## config.mk

```make
export PLATFORM = sky130hd
export DESIGN_NAME = unidade_busca_flat
export DESIGN_NICKNAME = d
export VERILOG_FILES = /design/src/rtl/unidade_busca_if.sv /design/src/rtl/unidade_busca.sv /design/src/flat_wrapper.sv
export SDC_FILE = /design/constraint.sdc
export NUM_CORES = 1
export LEC_CHECK = 0
export ABC_AREA = 0
export CORE_ASPECT_RATIO = 0.75
export CORE_UTILIZATION = 43
export CTS_CLUSTER_DIAMETER = 60
export DETAILED_ROUTE_END_ITERATION = 7
export PLACE_DENSITY_LB_ADDON = 0.12
export SYNTH_ARGS = -nofsm -noshare
export SYNTH_HDL_FRONTEND = slang
export SYNTH_SLANG_ARGS = --single-unit
```

## constraint.sdc

```tcl
create_clock -name clk -period 3.4 [get_ports clk]
set_clock_uncertainty 0.2 [all_clocks]
set_input_delay 1.02 -clock clk [delete_from_list [all_inputs] [get_ports clk]]
set_output_delay 1.02 -clock clk [all_outputs]
set_load 0.02 [all_outputs]
```

## src/rtl/unidade_busca_if.sv

```systemverilog
// Fetch-stage bus: instruction memory port, redirect input and IF/ID handshake.
// The master modport is the fetch unit's side of the bus.
interface unidade_busca_if;
  logic [31:0] endereco;
  logic [31:0] instrucao;
  logic        desvio_tomado;
  logic [31:0] alvo_desvio;
  logic        saida_pronta;
  logic        saida_valida;
  logic [31:0] instrucao_saida;
  logic [31:0] pc_saida;
  logic        fim;

  modport master (
    output endereco, saida_valida, instrucao_saida, pc_saida, fim,
    input  instrucao, desvio_tomado, alvo_desvio, saida_pronta
  );

  modport slave (
    input  endereco, saida_valida, instrucao_saida, pc_saida, fim,
    output instrucao, desvio_tomado, alvo_desvio, saida_pronta
  );
endinterface

```

## src/rtl/unidade_busca.sv

```systemverilog
// Instruction-fetch stage: PC register, IF/ID output register with valid/ready
// handshake, branch redirect and halt on the all-zero end-of-program word.
//
// state | meaning
// BUSCA | fetching; each accepted nonzero word is forwarded and pc advances
// FIM   | halted on a zero word; pc holds until reset or redirect
module unidade_busca #(
  parameter logic [31:0] PC_INICIAL = 32'h0000_0000
) (
  input logic            clk,
  input logic            reset,
  unidade_busca_if.master bus
);

  typedef enum logic {BUSCA = 1'b0, FIM = 1'b1} estado_t;

  estado_t     estado;
  logic [31:0] pc;
  logic        valida;
  logic [31:0] instr_reg;
  logic [31:0] pc_reg;
  logic        fim_reg;
  logic        avanca;

  assign avanca = !valida || bus.saida_pronta;

  always_ff @(posedge clk) begin
    if (reset) begin
      estado    <= BUSCA;
      pc        <= PC_INICIAL;
      valida    <= 1'b0;
      instr_reg <= '0;
      pc_reg    <= '0;
      fim_reg   <= 1'b0;
    end else if (bus.desvio_tomado) begin
      // Redirect flushes whatever is held, even if decode is stalling.
      estado  <= BUSCA;
      pc      <= {bus.alvo_desvio[31:2], 2'b00};
      valida  <= 1'b0;
      fim_reg <= 1'b0;
    end else begin
      case (estado)
        BUSCA: begin
          if (avanca) begin
            if (bus.instrucao != 32'h0) begin
              instr_reg <= bus.instrucao;
              pc_reg    <= pc;
              valida    <= 1'b1;
              pc        <= pc + 32'd4;
            end else begin
              valida  <= 1'b0;
              fim_reg <= 1'b1;
              estado  <= FIM;
            end
          end
        end
        FIM: begin
          if (bus.saida_pronta) valida <= 1'b0;
        end
        default: estado <= BUSCA;
      endcase
    end
  end

  assign bus.endereco        = pc;
  assign bus.saida_valida    = valida;
  assign bus.instrucao_saida = instr_reg;
  assign bus.pc_saida        = pc_reg;
  assign bus.fim             = fim_reg;

endmodule

```

## src/flat_wrapper.sv

```systemverilog
// flat-port wrapper written by rule: the top's interface ports become plain ports
module unidade_busca_flat 
#(
  parameter logic [31:0] PC_INICIAL = 32'h0000_0000
)
  (clk, reset, bus_endereco, bus_saida_valida, bus_instrucao_saida, bus_pc_saida, bus_fim, bus_instrucao, bus_desvio_tomado, bus_alvo_desvio, bus_saida_pronta);
  unidade_busca_if bus_i ();
  input logic clk;
  input logic reset;
  output wire logic [$bits(bus_i.endereco)-1:0] bus_endereco;
  output wire logic [$bits(bus_i.saida_valida)-1:0] bus_saida_valida;
  output wire logic [$bits(bus_i.instrucao_saida)-1:0] bus_instrucao_saida;
  output wire logic [$bits(bus_i.pc_saida)-1:0] bus_pc_saida;
  output wire logic [$bits(bus_i.fim)-1:0] bus_fim;
  input wire logic [$bits(bus_i.instrucao)-1:0] bus_instrucao;
  input wire logic [$bits(bus_i.desvio_tomado)-1:0] bus_desvio_tomado;
  input wire logic [$bits(bus_i.alvo_desvio)-1:0] bus_alvo_desvio;
  input wire logic [$bits(bus_i.saida_pronta)-1:0] bus_saida_pronta;
  assign bus_endereco = bus_i.endereco;
  assign bus_saida_valida = bus_i.saida_valida;
  assign bus_instrucao_saida = bus_i.instrucao_saida;
  assign bus_pc_saida = bus_i.pc_saida;
  assign bus_fim = bus_i.fim;
  assign bus_i.instrucao = bus_instrucao;
  assign bus_i.desvio_tomado = bus_desvio_tomado;
  assign bus_i.alvo_desvio = bus_alvo_desvio;
  assign bus_i.saida_pronta = bus_saida_pronta;
  unidade_busca #(.PC_INICIAL(PC_INICIAL)) u_core (.clk(clk), .reset(reset), .bus(bus_i));
endmodule
```

* Yosys cells after proc, flatten, opt, wreduce, memory -nomap -nowiden
Index checks and enable logic that the tools add are counted.
Word-level totals: flip-flop bits (word level) 99, bits of input ports 68, output and inout bits 98, logic and storage cells 36
Cells by class: add/sub/neg operators 1, equality and inequality tests 3, multiplexer cells 11, bitwise logic cells 3, reductions and logical operators 11
Operators with widths (count):
- $mux W32 | 4
- $add A32 B3 Y32 const B | 1
- $reduce_bool A32 Y1 | 1
- $reduce_and A3 Y1 | 3
- $mux W1 | 6
- $ne A2 B2 Y1 const B | 2
- $reduce_and A4 Y1 | 1
- $reduce_bool A2 Y1 | 2
- $not A1 Y1 | 3
- $ne A2 B1 Y1 const B | 1
- $pmux W1 S2 | 1
- $reduce_and A2 Y1 | 1
- $reduce_or A2 Y1 | 1
- $logic_not A1 Y1 | 1
- $logic_or A1 B1 Y1 | 1

* Logic depth before layout (Yosys ltp)
depth in word-level cells 5, mapped depth 7, depth with buffers taken out 6

* Worst setup path before layout
OpenSTA, ideal clock, no wires.
path kind in2reg, from input port bus_instrucao[13], to register u_core.instr_reg[18], in the netlist u_core.bus.instrucao_saida[18], setup time 0.070 ns, data arrival time 2.451 ns, required time 3.130 ns, slack 0.679 ns, cell stages on the path 7, buffers on the path 2, cell sequence nor4_1 -> nand4_1 -> buf_2 -> o211ai_2 -> buf_2 -> nand2_1 -> a21oi_1
Between the ends: word-level cells in the longest chain between the ends 2
Ends and longest elaborated chain:
- start, declared | line flat_wrapper.sv:15 | input wire logic [$bits(bus_i.instrucao)-1:0] bus_instrucao;
- $reduce_bool A32 Y1 | line unidade_busca.sv:45 | if (bus.instrucao != 32'h0) begin
- $reduce_and A4 Y1 (no line)
- end signal, assigned | line unidade_busca.sv:46 | instr_reg <= bus.instrucao;
- end, declared | line unidade_busca.sv:20 | logic [31:0] instr_reg;
Every way passes these cells. A chain may end at the register's enable or synchronous reset.

* Worst setup path in the final report
from input port bus_instrucao[29], to register u_core.pc[4], in the netlist u_core.bus.endereco[4]
Between the ends: word-level cells in the longest chain between the ends 3
Ends and longest elaborated chain:
- $reduce_bool A32 Y1 | line unidade_busca.sv:45
- $reduce_bool A2 Y1 (no line)
- $reduce_and A3 Y1 (no line)
- end signal, assigned | line unidade_busca.sv:38 | pc <= {bus.alvo_desvio[31:2], 2'b00};
- end signal, assigned | line unidade_busca.sv:49 | pc <= pc + 32'd4;
- end, declared | line unidade_busca.sv:18 | logic [31:0] pc;
Every way passes these cells.

==> qor.csv <==
metric,value,unit
status,completed,
H-tree Lvls,3,
Max Slew Vio Count,0,
Power Dens Cells,441,nW/µm²
crit-path max FO,6,
Filler cells,830,
Synth Warn #,0,
"Seq/Total Area, Yosys",0.459,
drt pass-1 iters,5,
Worst-Skew Late Latency,330,ps
Synth Flop Type,dfxtp_1,
worst-path cell chain,clkdlybuf4s50_1 -> nor4_1 -> and4_1 -> a21oi_1 -> and4_2 -> a2111oi_0,
CTS Sinks,95,
Cell variety after synth,51,
core area,9200,µm²
met1 WL,5400,µm
Die H,87.0,µm
DRC viols,0,
initial antenna violation count,0,
gr ovfl total,0,
crit path kind,in2reg,
Max-slew headroom,0.648,
DIE AREA,10000,µm²
sequential cell area,1900,µm²
VDD IR max,302,µV
DP Wirelength,8980,µm
via count,4264,
Worst setup SP type,input pin,
share of layout cells above drive strength 1,0.0697,
#FFs+latches synth,95,
setup bufs post-CTS,0,
Largest register FFs,32,
"Cell Count, Final, Fillers Out",802,
number of flops mapped to enable cells by yosys,0,
final WL,12100,µm
CTS Root Buffer Type,clkbuf_16,
Final period util,0.905,
area of the multi-input gates,2090,µm²
CP arrival,3090,ps
hold crit path type,reg2reg,
post-synthesis async set-or-reset flop share,0,
DRT iter0 DRCs,276,
Inst Count DP,786,
clock buffer depth,2,
Total Routing Usage GR,0.246,
CP Capture Type,register,
"antenna viol nets, final",0,
Row Count,30,
# diodes,0,
slowest library cell on the worst path,and4_1,
"Hold Vio Cnt, Final",0,
IO Count,166,
Gate Count Post-Synth,517,
fmax,325,MHz
GPL Wtd Cong,0.819,
CP peak stage delay,460,ps
synthesized area,4150,µm²
setup TNS,0,ps
vias in the first global route,3944,
hold_buf cts,0,
wire per inst,15.1,µm
largest net degree at the start of global routing,48,
Leakage,2.15,nW
RSZ-0062 raised after global routing,no,
highest routed layer,met4,
first-pass GRT wire length,19300,µm
total of max-cap violations,0,
Final Setup Violations,0,
Initial Util,0.451,
Area Growth Syn to Fin,49.8,%
metal2 WL,5660,µm
met3 WL post-DR,919,µm
worst-margin pin slew,515,ps
Nets,738,
cts bufs inserted,9,
R2R setup slack,950,ps
vias per inst,5.32,
post-synthesis area per instance,8.02,µm²
Clock transition at path regs,60,ps
Post-CTS Resized,0,
Die X,115,µm
min Tclk post-route,3080,ps
Port Buffers,159,
CTS tree,built,
Worst EP required,3410,ps
cell families after synthesis:
family | count (synthesis) | synth area share
simple gates | 238 | 0.263
compound gates | 129 | 0.203
flops | 95 | 0.459
buf+inv | 40 | 0.0441
xor+xnor | 12 | 0.0253
fa+ha+maj | 1 | 0.00302
other cells | 1 | 0.000904
mux | 1 | 0.00241
final timing paths:
path,start,end,cells past startpoint
worst max-delay path,bus_instrucao[29],u_core.bus.endereco[4],6
worst min-delay path,u_core.bus.pc_saida[4],u_core.bus.pc_saida[4],2
worst max register to register,u_core.bus.endereco[4],u_core.bus.endereco[31],5
worst min register to register,u_core.bus.pc_saida[4],u_core.bus.pc_saida[4],2
metal layers:
metal | global-route usage | vias up
met4 | 0.0708 | 0
met3 | 0.0626 | 11
met2 | 0.403 | 148
met1 | 0.321 | 1978
li1 | - | 2127
met5 | 0 | -
report_power, final:
group          total (mW)  internal [mW]  switching [mW]
logic               0.471          0.233           0.238
registers            1.24           1.18          0.0586
clock network        1.03          0.630           0.402
synth_stat cells (3+ instances only):
library cell | number | area, µm²
buf_2 | 8 | 40.0
nand4_1 | 6 | 37.5
xor2_1 | 7 | 61.3
and3_2 | 4 | 30.0
clkbuf_1 | 24 | 90.1
nor2_1 | 34 | 128
and2_1 | 3 | 18.8
o21ai_0 | 12 | 60.1
o31ai_1 | 3 | 22.5
nand2_1 | 139 | 522
xnor2_1 | 5 | 43.8
a21oi_1 | 66 | 330
a311oi_1 | 15 | 131
nand3_1 | 9 | 45.0
nor4_1 | 9 | 56.3
or3_1 | 10 | 62.6
or4_1 | 3 | 22.5
a211oi_1 | 13 | 97.6
a2111oi_0 | 3 | 26.3
dfxtp_1 | 95 | 1900
buf_4 | 4 | 30.0
o211ai_1 | 3 | 22.5
o2111ai_1 | 4 | 35.0
and4_1 | 5 | 43.8
worst max-delay path, delay by kind of cell:
kind	cells	cell delay, ps
buffers and inverters	1	440
AOI/OAI and AO/OA	2	470
and+or+nand+nor	3	1160
metrics by stage:
stage               power (mW)   util  hold WS, ps  instance area (µm²)  setup slack [ps]
floorplan                 1.47      -          333                 4160               679
global placement          1.72  0.641          242                 5890              51.5
detailed placement        1.73  0.641          246                 5890             -29.1
CTS                       2.77  0.676          255                 6210               313
global route              2.86  0.676          276                 6210               167
finish                    2.74  0.676          254                 6210               322
final cells by class:
class | instances | area share
clock inverters | 4 | 0.00846
inverters | 3 | 0.00181
multi-input cells | 385 | 0.336
clock buffers | 12 | 0.0429
flip-flops and latches | 95 | 0.306
repair buffers | 175 | 0.279
well taps | 128 | 0.0258
cell usage in the layout, fill, tap and decap left out, drive strengths merged, types with 2 or more instances in the layout:
cell type	netlist	layout
a211oi	14	14
nand2b	2	2
xor2	7	7
or3	10	10
inv	3	3
nand4	6	6
o21ai	13	13
a311oi	15	15
a21oi	66	66
or4	3	3
clkdlybuf4s50	0	158
nor4	9	9
o31ai	3	3
clkbuf	24	12
clkinvlp	0	3
nor2b	2	2
and2	4	4
nand2	139	139
nor2	34	34
dfxtp	95	95
conb	1	4
and4	6	6
nor3	3	3
nand3	9	9
o2111ai	5	5
xnor2	5	5
and3	7	7
a2111oi	4	4
o211ai	5	5
buf	13	17
(Power assumes the default switching activity.)
